File: src/rtl/alu_sequencer.sv
// Multi-cycle FETCH/DECODE/EXEC/WB control unit for the AVR-subset ALU datapath.
// Owns the PC, instruction register, register-file addresses, retired counter and illegal trap.
`ifndef OPCODE_COUNT
`define OPCODE_COUNT 8
`endif
`ifndef GROUP_COUNT
`define GROUP_COUNT 4
`endif
`ifndef TYPE_UNKNOWN
`define TYPE_UNKNOWN 0
`endif
`ifndef TYPE_NOP
`define TYPE_NOP 1
`endif
`ifndef GROUP_ALU
`define GROUP_ALU 0
`endif

module alu_sequencer #(
  parameter int INSTR_WIDTH  = 16,
  parameter int R_ADDR_WIDTH = 5,
  parameter int PC_WIDTH     = 10,
  parameter int CNT_WIDTH    = 16
) (
  input  logic                     clk,
  input  logic                     rst_n,
  input  logic                     halt,
  output logic                     imem_req,
  input  logic                     imem_valid,
  input  logic [INSTR_WIDTH-1:0]   imem_rdata,
  output logic [PC_WIDTH-1:0]      pc,
  output logic [INSTR_WIDTH-1:0]   instr,
  input  logic [`OPCODE_COUNT-1:0] opcode_type,
  input  logic [`GROUP_COUNT-1:0]  opcode_group,
  input  logic [R_ADDR_WIDTH-1:0]  opcode_rd,
  input  logic [R_ADDR_WIDTH-1:0]  opcode_rr,
  output logic [R_ADDR_WIDTH-1:0]  rf_rd_addr,
  output logic [R_ADDR_WIDTH-1:0]  rf_rr_addr,
  output logic                     alu_en,
  output logic                     rf_wr_en,
  output logic                     sreg_wr_en,
  output logic                     illegal,
  output logic [CNT_WIDTH-1:0]     retired
);

  localparam logic [`OPCODE_COUNT-1:0] T_UNKNOWN = `OPCODE_COUNT'(`TYPE_UNKNOWN);
  localparam logic [`OPCODE_COUNT-1:0] T_NOP     = `OPCODE_COUNT'(`TYPE_NOP);

  typedef enum logic [2:0] {FETCH, DECODE, EXEC, WB, TRAP} state_t;

  state_t state, state_nxt;

  logic is_unknown, is_nop, is_alu;
  logic fetch_fire, dec_alu, retire;
  logic unused_group;

  assign is_unknown = (opcode_type == T_UNKNOWN);
  assign is_nop     = (opcode_type == T_NOP);
  assign is_alu     = opcode_group[`GROUP_ALU];
  // Only the ALU group bit steers sequencing; the rest of the group vector is don't-care.
  assign unused_group = ^opcode_group;

  always_ff @(posedge clk or negedge rst_n) begin
    if (!rst_n) state <= FETCH;
    else        state <= state_nxt;
  end

  always_comb begin
    state_nxt = state;
    case (state)
      FETCH:   if (!halt && imem_valid) state_nxt = DECODE;
      DECODE: begin
        if (is_unknown)  state_nxt = TRAP;
        else if (is_nop) state_nxt = FETCH;
        else if (is_alu) state_nxt = EXEC;
        else             state_nxt = TRAP;
      end
      EXEC:    state_nxt = WB;
      WB:      state_nxt = FETCH;
      TRAP:    state_nxt = TRAP;
      default: state_nxt = FETCH;
    endcase
  end

  // Gating with rst_n keeps the request low while reset is held, even though state is FETCH.
  assign imem_req   = rst_n && (state == FETCH) && !halt;
  assign alu_en     = (state == EXEC);
  assign rf_wr_en   = (state == WB);
  assign sreg_wr_en = (state == WB);
  assign illegal    = (state == TRAP);

  assign fetch_fire = (state == FETCH) && !halt && imem_valid;
  assign dec_alu    = (state == DECODE) && !is_unknown && !is_nop && is_alu;
  assign retire     = ((state == DECODE) && !is_unknown && is_nop) || (state == WB);

  always_ff @(posedge clk or negedge rst_n) begin
    if (!rst_n) begin
      pc         <= '0;
      instr      <= '0;
      rf_rd_addr <= '0;
      rf_rr_addr <= '0;
      retired    <= '0;
    end else begin
      if (fetch_fire) begin
        instr <= imem_rdata;
        pc    <= pc + PC_WIDTH'(1);
      end
      if (dec_alu) begin
        rf_rd_addr <= opcode_rd;
        rf_rr_addr <= opcode_rr;
      end
      if (retire) retired <= retired + CNT_WIDTH'(1);
    end
  end

endmodule
File: config.mk
export PLATFORM = sky130hd
export DESIGN_NAME = alu_sequencer
export DESIGN_NICKNAME = d
export VERILOG_FILES = /design/src/rtl/alu_sequencer.sv
export SDC_FILE = /design/constraint.sdc
export NUM_CORES = 1
export LEC_CHECK = 0
export CAP_MARGIN = 5
export CORE_ASPECT_RATIO = 1.75
export CORE_MARGIN = 3
export CORE_UTILIZATION = 30
export CTS_CLUSTER_SIZE = 14
export DETAILED_ROUTE_END_ITERATION = 8
export HOLD_SLACK_MARGIN = 0.08
export SLEW_MARGIN = 20
export SYNTH_ARGS = -nofsm -noshare
export SYNTH_HDL_FRONTEND = slang
export SYNTH_SLANG_ARGS = --single-unit
File: constraint.sdc
create_clock -name clk -period 2.1 [get_ports clk]
set_clock_uncertainty 0.05 [all_clocks]
set_input_delay 0.42 -clock clk [delete_from_list [all_inputs] [get_ports clk]]
set_output_delay 0.42 -clock clk [all_outputs]
set_load 0.1 [all_outputs]
==> results of run 1 <==
## state kept, by name (all words and copies together), names as in the netlist
name and flops:
instr 16, pc 10, retired 16, rf_rd_addr 5, rf_rr_addr 5, state 3
## worst max path at each step
stage                        start          to  slack (ns)  depth (start not counted)
detailed placement  opcode_type[6]  retired[9]        -0.1                          5
floorplan                 state[2]      alu_en       -0.04                          1
global placement    opcode_type[6]  retired[5]       -0.09                          6
finish                        halt    imem_req        0.09                          5
global route              state[2]    imem_req        0.01                          4
CTS                       state[2]    imem_req        0.06                          4
## per-stage QoR
stage,area (um^2),std cells
detailed placement,3460,365
CTS,3610,373
finish,3610,373
global route,3610,373
global placement,3460,365
floorplan,2410,177
## layout make-up
class,count,area (um^2),area share
timing repair buffer,105,978,0.271
sequential,55,1390,0.384
multi-input combinational,116,982,0.272
clock buffer,5,125,0.0347
tap,88,110,0.0305
clock inverter,3,23.8,0.00659
inverter,1,3.75,0.00104
## synth_stat cells (2+ instances only)
library cell	n	area, um^2
nand2_1	6	22.5
nand3_1	9	45.0
xnor2_1	6	52.6
mux2_2	28	315
ha_1	2	25.0
nor2b_1	2	12.5
nor3b_1	2	15.0
nand2b_1	2	12.5
and3_1	6	37.5
nand3b_1	2	15.0
nor2_1	5	18.8
dfrtp_1	55	1380
buf_4	4	30.0
nor3_2	6	60.1
nor4_1	4	25.0
and2_1	2	12.5
xor2_1	18	158
a21oi_1	3	15.0
nand4_1	5	31.3
## placed cells by master (no fill, tap or decap), drive strengths merged, types with 3 or more instances in the layout
cell type,count
clkbuf,5
nor4,5
buf,68
dfrtp,55
nor2,5
and3,6
mux2,28
xnor2,6
clkdlybuf4s50,37
nor3,7
nand3,9
a21oi,3
xor2,18
nand2,6
nand4,5
## routing by layer
layer / wire length, um / track usage / share of wire / vias up
met5: 0 / 0 / 0 / -
met4: 126 / 0.0646 / 0.023 / 0
met3: 315 / 0.0250 / 0.058 / 6
met2: 3000 / 0.226 / 0.55 / 53
met1: 2020 / 0.135 / 0.37 / 844
li1: - / - / - / 839
## kinds of logic after synthesis
group                      count (synthesis)  share of synthesized area
xor gates and xnor gates                  24                     0.0878
muxes                                     28                      0.132
AOI/OAI and AO/OA                          5                     0.0209
and+or+nand+nor                           57                      0.156
adders and majority gates                  2                     0.0104
DFF                                       55                      0.575
buffers and inverters                      6                     0.0188
==> reports/results.tsv, run 1 <==
metric	value	unit
start_util	0.312	
path_class	in2out	
place_congestion	0.724	
synth-seq-area-share	0.575	
drive_above_1_share	0.435	
cts_tree	done	
r2r-start	state[1]	
r2r_setup_slack	0.30	ns
fp.dieH	124	um
whs	0.203	ns
num_antenna_cells	0	
rows	42	
worst_pin_slew	0.706	ns
place_ws	-0.0976	ns
crit_fanout	4	
cpPeakStageDelay	0.42	ns
drtAntennaViolNets	0	
grt_pass1_vias	1751	
hold_buffers	0	
cts_buffer_depth	2	
fillCellCount	718	
port-buffer-count	95	
hold_viol	0	
min_period_over_period	0.958	
cts.sink_count	55	
synthesis.nets	221	
synth_warnings	0	
fin_crit	2.01	ns
die_x	73.5	um
rsz0062_at_grt	no	
clk_pin_slew	0.07	ns
clock_tree.htree_level_count	2	
grt_use_total	0.126	
reg2reg_to	retired[1]	
maxCapViolCount	0	
utilization	0.470	
ys_ff_latch	55	
cts_root_buf	clkbuf_16	
cts_resized	0	
first_pass_iters	4	
grt_antenna_before_repair	0	
crit_slowest_cell	clkdlybuf4s50_1	
num_vias	1742	
ff2ff_path_depth	4	
setup_violations	0	
route.final.wire_length	5.45	mm
synth_edf_count	0	
cts_setup_buffers	0	
nets	328	
hp-class	in2async	
fmax	0.497	GHz
syn2layout_area_growth	50.7	%
maxSlewViolCount	0	
endpoint_kind	output pin	
drc	0	
core	7670	um^2
grt_pass1_wl	8.63	mm
io_pins	99	
synth_flop_cell	dfrtp_1	
ys_types	29	
required	1.63	ns
start_kind	primary input	
synth_cells	177	
avgSynthCellArea	13.5	um^2
cp_num_buf_inv	3	
status	finished clean	
cts_made_buffers	5	
synth_area	2390	um^2
wl_per_cell	14.6	um
synthArstFlopShare	1.00	
clock_latency	0.29	ns
drt_iter0_drc	64	
crit_path_cell_trace	clkdlybuf4s50_1 -> nor4_1 -> buf_4 -> and2_1 -> buf_12	
grt_max_degree	56	
fin_ws	0.0883	ns
critical_path_arrival	1.54	ns
hpwl	4.11	mm
tns	0	ns
dieArea	9130	um^2
routed_via_density	4.67	
cp_top_family	buffers and inverters	
gr-total-overflow	0	
max_slew_margin	0.529	
Power of run 1 is left out: the tool's default activity adds up to more than one toggle a clock period on the data nets, which glitch-free logic cannot reach.
==> inputs of run 2 (changes only) <==
- CTS_BUF_LIST: not set -> sky130_fd_sc_hd__clkbuf_4 sky130_fd_sc_hd__clkbuf_8
- SLEW_MARGIN: 20 -> not set
==> run 2 against run 1 <==
Compared with the run above:
- non-clock buffer count increased by 2
- via count barely moved
- worst setup slack gained 0.053 ns
- first-iteration DRC count increased by 17%
- sequential cell count did not move
- clock-buffer cell count unchanged
- cell area decreased by 0.80%
- fmax grew 2.7%
- worst hold slack got worse by 0.021 ns
- critical path depth decreased by 1
- largest cell class unchanged
==> reports/results.tsv, run 2 (synthesis results as in run 1) <==
metric	value	unit
grt_use_total	0.125	
maxCapViolCount	0	
crit_slowest_cell	dfrtp_2	
maxSlewViolCount	0	
cpPeakStageDelay	0.45	ns
cts.sink_count	55	
fin_crit	1.96	ns
route.final.wire_length	5.45	mm
path_class	reg2out	
setup_violations	0	
start_util	0.312	
final_cell_mix	buf_4 (61), dfrtp_1 (47), clkdlybuf4s50_1 (36)	
nets	330	
core	7670	um^2
dieArea	9130	um^2
fillCellCount	725	
mostFrequentLayoutCell	buf_4	
reg_top3	instr (16), retired (16), pc (10)	
multiInputGateArea	991	um^2
rows	42	
rsz0062_at_grt	no	
critical_path_arrival	1.49	ns
cts_made_buffers	5	
fmax	0.510	GHz
clock_latency	0.32	ns
grt_antenna_before_repair	0	
clk_pin_slew	0.11	ns
drtAntennaViolNets	0	
drive_above_1_share	0.449	
die_x	73.5	um
wl_per_cell	14.5	um
first_pass_iters	4	
r2r-start	state[1]	
cts_tree	done	
clock_tree.htree_level_count	2	
hp-class	in2async	
ff2ff_path_depth	4	
endpoint_kind	output pin	
hold_viol	0	
routed_via_density	4.64	
drt_iter0_drc	75	
syn2layout_area_growth	49.5	%
io_pins	99	
reg2reg_to	retired[1]	
crit_fanout	6	
num_antenna_cells	0	
cts_root_buf	clkbuf_8	
grt_pass1_vias	1758	
grt_max_degree	56	
gr-total-overflow	0	
seq_area	1390	um^2
drc	0	
worst_pin_slew	0.710	ns
start_kind	flip-flop	
hpwl	4.11	mm
port-buffer-count	95	
crit_path_cell_trace	nor4_2 -> buf_4 -> and2_4 -> buf_12	
min_period_over_period	0.933	
cts_buffer_depth	2	
r2r_setup_slack	0.30	ns
required	1.63	ns
num_vias	1741	
status	finished clean	
place_congestion	0.724	
fp.dieH	124	um
max_slew_margin	0.526	
tns	0	ns
grt_pass1_wl	8.61	mm
-- run 2: changes by cell type in the layout (fill, tap and decap cells not counted) --
cell and delta:
and2_1 -1, and2_4 +1, buf_4 +2, clkbuf_16 -5, clkbuf_8 +5, clkdlybuf4s50_1 -1, dfrtp_1 -1, dfrtp_2 +1
dlymetal6s2s_1 +1, nor4_1 -1, nor4_2 +1
-- run 2: repair_timing --
action	CTS	global route
hold buffers	0	0
setup buffers	0	2
setup endpoints to repair	0	1
resized for setup	0	5
-- run 2: layer usage --
| metal | global-route usage | share of wire |
|---|---|---|
| met1 | 0.136 | 0.37 |
| met2 | 0.223 | 0.55 |
| met3 | 0.0275 | 0.059 |
| met4 | 0.0578 | 0.021 |
| met5 | 0 | 0 |
-- run 2: area by class of cell --
type / instances / area share
Inverter: 1 / 0.00105
Clock buffer: 5 / 0.0192
Sequential cell: 55 / 0.387
Tap cell: 88 / 0.0308
Clock inverter: 3 / 0.00664
Timing Repair Buffer: 107 / 0.278
Multi-Input combinational cell: 116 / 0.277
-- run 2: how the worst max path moves through the flow --
| stage | to | slack [ns] | startpoint |
|---|---|---|---|
| floorplan | alu_en | -0.04 | state[2] |
| global placement | retired[5] | -0.09 | opcode_type[6] |
| detailed placement | retired[9] | -0.1 | opcode_type[6] |
| CTS | imem_req | 0.02 | state[2] |
| global route | imem_req | 0.03 | state[1] |
| finish | imem_req | 0.14 | state[0] |
-- run 2: critical path: cells and delay by family (launching register included) --
family / cells / cell delay, ns
buf+inv: 2 / 0.32
flops: 1 / 0.45
simple gates: 2 / 0.40
-- run 2: through the flow --
stage	instances	utilization	cell area, um^2	setup WS, ns	hold WS [ns]
2_1_floorplan	177	-	2410	-0.0378	0.0744
3_3_place_gp	365	0.451	3460	-0.0892	0.411
3_5_place_dp	365	0.451	3460	-0.0976	0.418
4_1_cts	373	0.463	3550	0.0163	0.216
5_1_grt	375	0.467	3580	0.0331	0.245
6_report	375	0.467	3580	0.141	0.182
Power of run 2 is left out for the same reason.
==> inputs of run 3 (changes only) <==
- SETUP_SLACK_MARGIN: not set -> 0.1
==> run 3 against run 2 <==
Compared with the run above:
- routed wire length rose by 4.8%
- worst hold slack better by 0.058 ns
- worst setup slack gained 0.016 ns
- cell count down 0.27%
- register-to-register slack worse by 0.13 ns
- global-route usage up 0.068 points
- non-clock buffer count shrank 1
- fmax rose by 0.80%
- die area did not move
- critical path depth unchanged
==> reports/results.tsv, run 3 (synthesis results as in run 1) <==
metric	value	unit
drt_iter0_drc	58	
grt_antenna_before_repair	0	
rows	42	
tns	0	ns
wl_per_cell	15.3	um
whs	0.240	ns
setup_violations	0	
maxSlewViolCount	0	
cts_root_buf	clkbuf_8	
num_antenna_cells	0	
routed_via_density	4.71	
io_pins	99	
critical_path_arrival	1.47	ns
min_period_over_period	0.925	
port-buffer-count	95	
nets	329	
rsz0062_at_grt	yes	
die_x	73.5	um
fmax	0.515	GHz
grt_pass1_wl	8.62	mm
start_kind	primary input	
endpoint_kind	output pin	
hold_viol	0	
hold_buffers	0	
cts_made_buffers	5	
clock_tree.htree_level_count	2	
worst_pin_slew	0.711	ns
crit_fanout	3	
maxCapViolCount	0	
route.final.wire_length	5.71	mm
syn2layout_area_growth	48.7	%
grt_max_degree	56	
final_cell_mix	buf_4 (62), dfrtp_1 (43), clkdlybuf4s50_1 (37)	
crit_slowest_cell	clkdlybuf4s50_1	
place_congestion	0.690	
num_vias	1761	
drc	0	
fin_crit	1.94	ns
required	1.63	ns
max_slew_margin	0.526	
hp-class	in2async	
clk_pin_slew	0.10	ns
cpPeakStageDelay	0.47	ns
core	7670	um^2
reg_top3	instr (16), retired (16), pc (10)	
first_pass_iters	4	
drtAntennaViolNets	0	
cts_buffer_depth	2	
start_util	0.312	
mostFrequentLayoutCell	buf_4	
fp.dieH	124	um
drive_above_1_share	0.469	
grt_pass1_vias	1721	
dieArea	9130	um^2
ff2ff_path_depth	5	
path_class	in2out	
cts.sink_count	55	
status	finished clean	
clock_latency	0.31	ns
crit_path_cell_trace	clkdlybuf4s50_1 -> nor4_4 -> and2_2 -> buf_12	
hpwl	4.27	mm
gr-total-overflow	0	
grt_use_total	0.125	
cts_tree	done	
## run 3: path summary, 6_finish.rpt
check | slack (ns) | to | startpoint
max | 0.16 | imem_req | halt
min | 0.24 | retired[12] | rst_n
max reg2reg | 0.17 | retired[1] | state[0]
min reg2reg | 0.43 | retired[15] | retired[15]
max in group asynchronous | 1.25 | state[2] | rst_n
min in group clk | 0.43 | retired[15] | retired[15]
## run 3: repair_timing
item / CTS / global route
hold endpoints to repair: 0 / 0
pin swaps: 0 / 1
setup endpoints to repair: 1 / 5
buffers inserted: 1 / 2
resized for setup: 3 / 3
## run 3: layout make-up
cell class	count	area (um^2)
inverter	1	3.75
clock inverter	3	20.0
clock buffer	5	68.8
multi-input combinational	116	1010
sequential	55	1390
tap	88	110
fill	733	4110
timing repair buffer	106	961
## run 3: stage by stage
| step | setup slack, ns | area, um^2 | cells | util |
|---|---|---|---|---|
| 6_report | 0.156 | 3560 | 374 | 0.464 |
| 4_1_cts | 0.101 | 3540 | 372 | 0.461 |
| 2_1_floorplan | -0.0378 | 2420 | 177 | - |
| 3_5_place_dp | -0.170 | 3420 | 363 | 0.446 |
| 3_3_place_gp | -0.146 | 3420 | 363 | 0.446 |
| 5_1_grt | 0.0612 | 3560 | 374 | 0.464 |
## run 3: routing by layer
layer / share of wire / track usage / vias to the layer above
met4: 0.019 / 0.0510 / 0
met1: 0.38 / 0.136 / 865
met3: 0.059 / 0.0291 / 6
met2: 0.55 / 0.228 / 55
met5: 0 / 0 / -
li1: - / - / 835
## run 3: worst max-delay path, delay by kind of cell
family | cells | cell delay, ns
and+or+nand+nor | 2 | 0.40
buffers and inverters | 2 | 0.64
Power of run 3 is left out for the same reason.
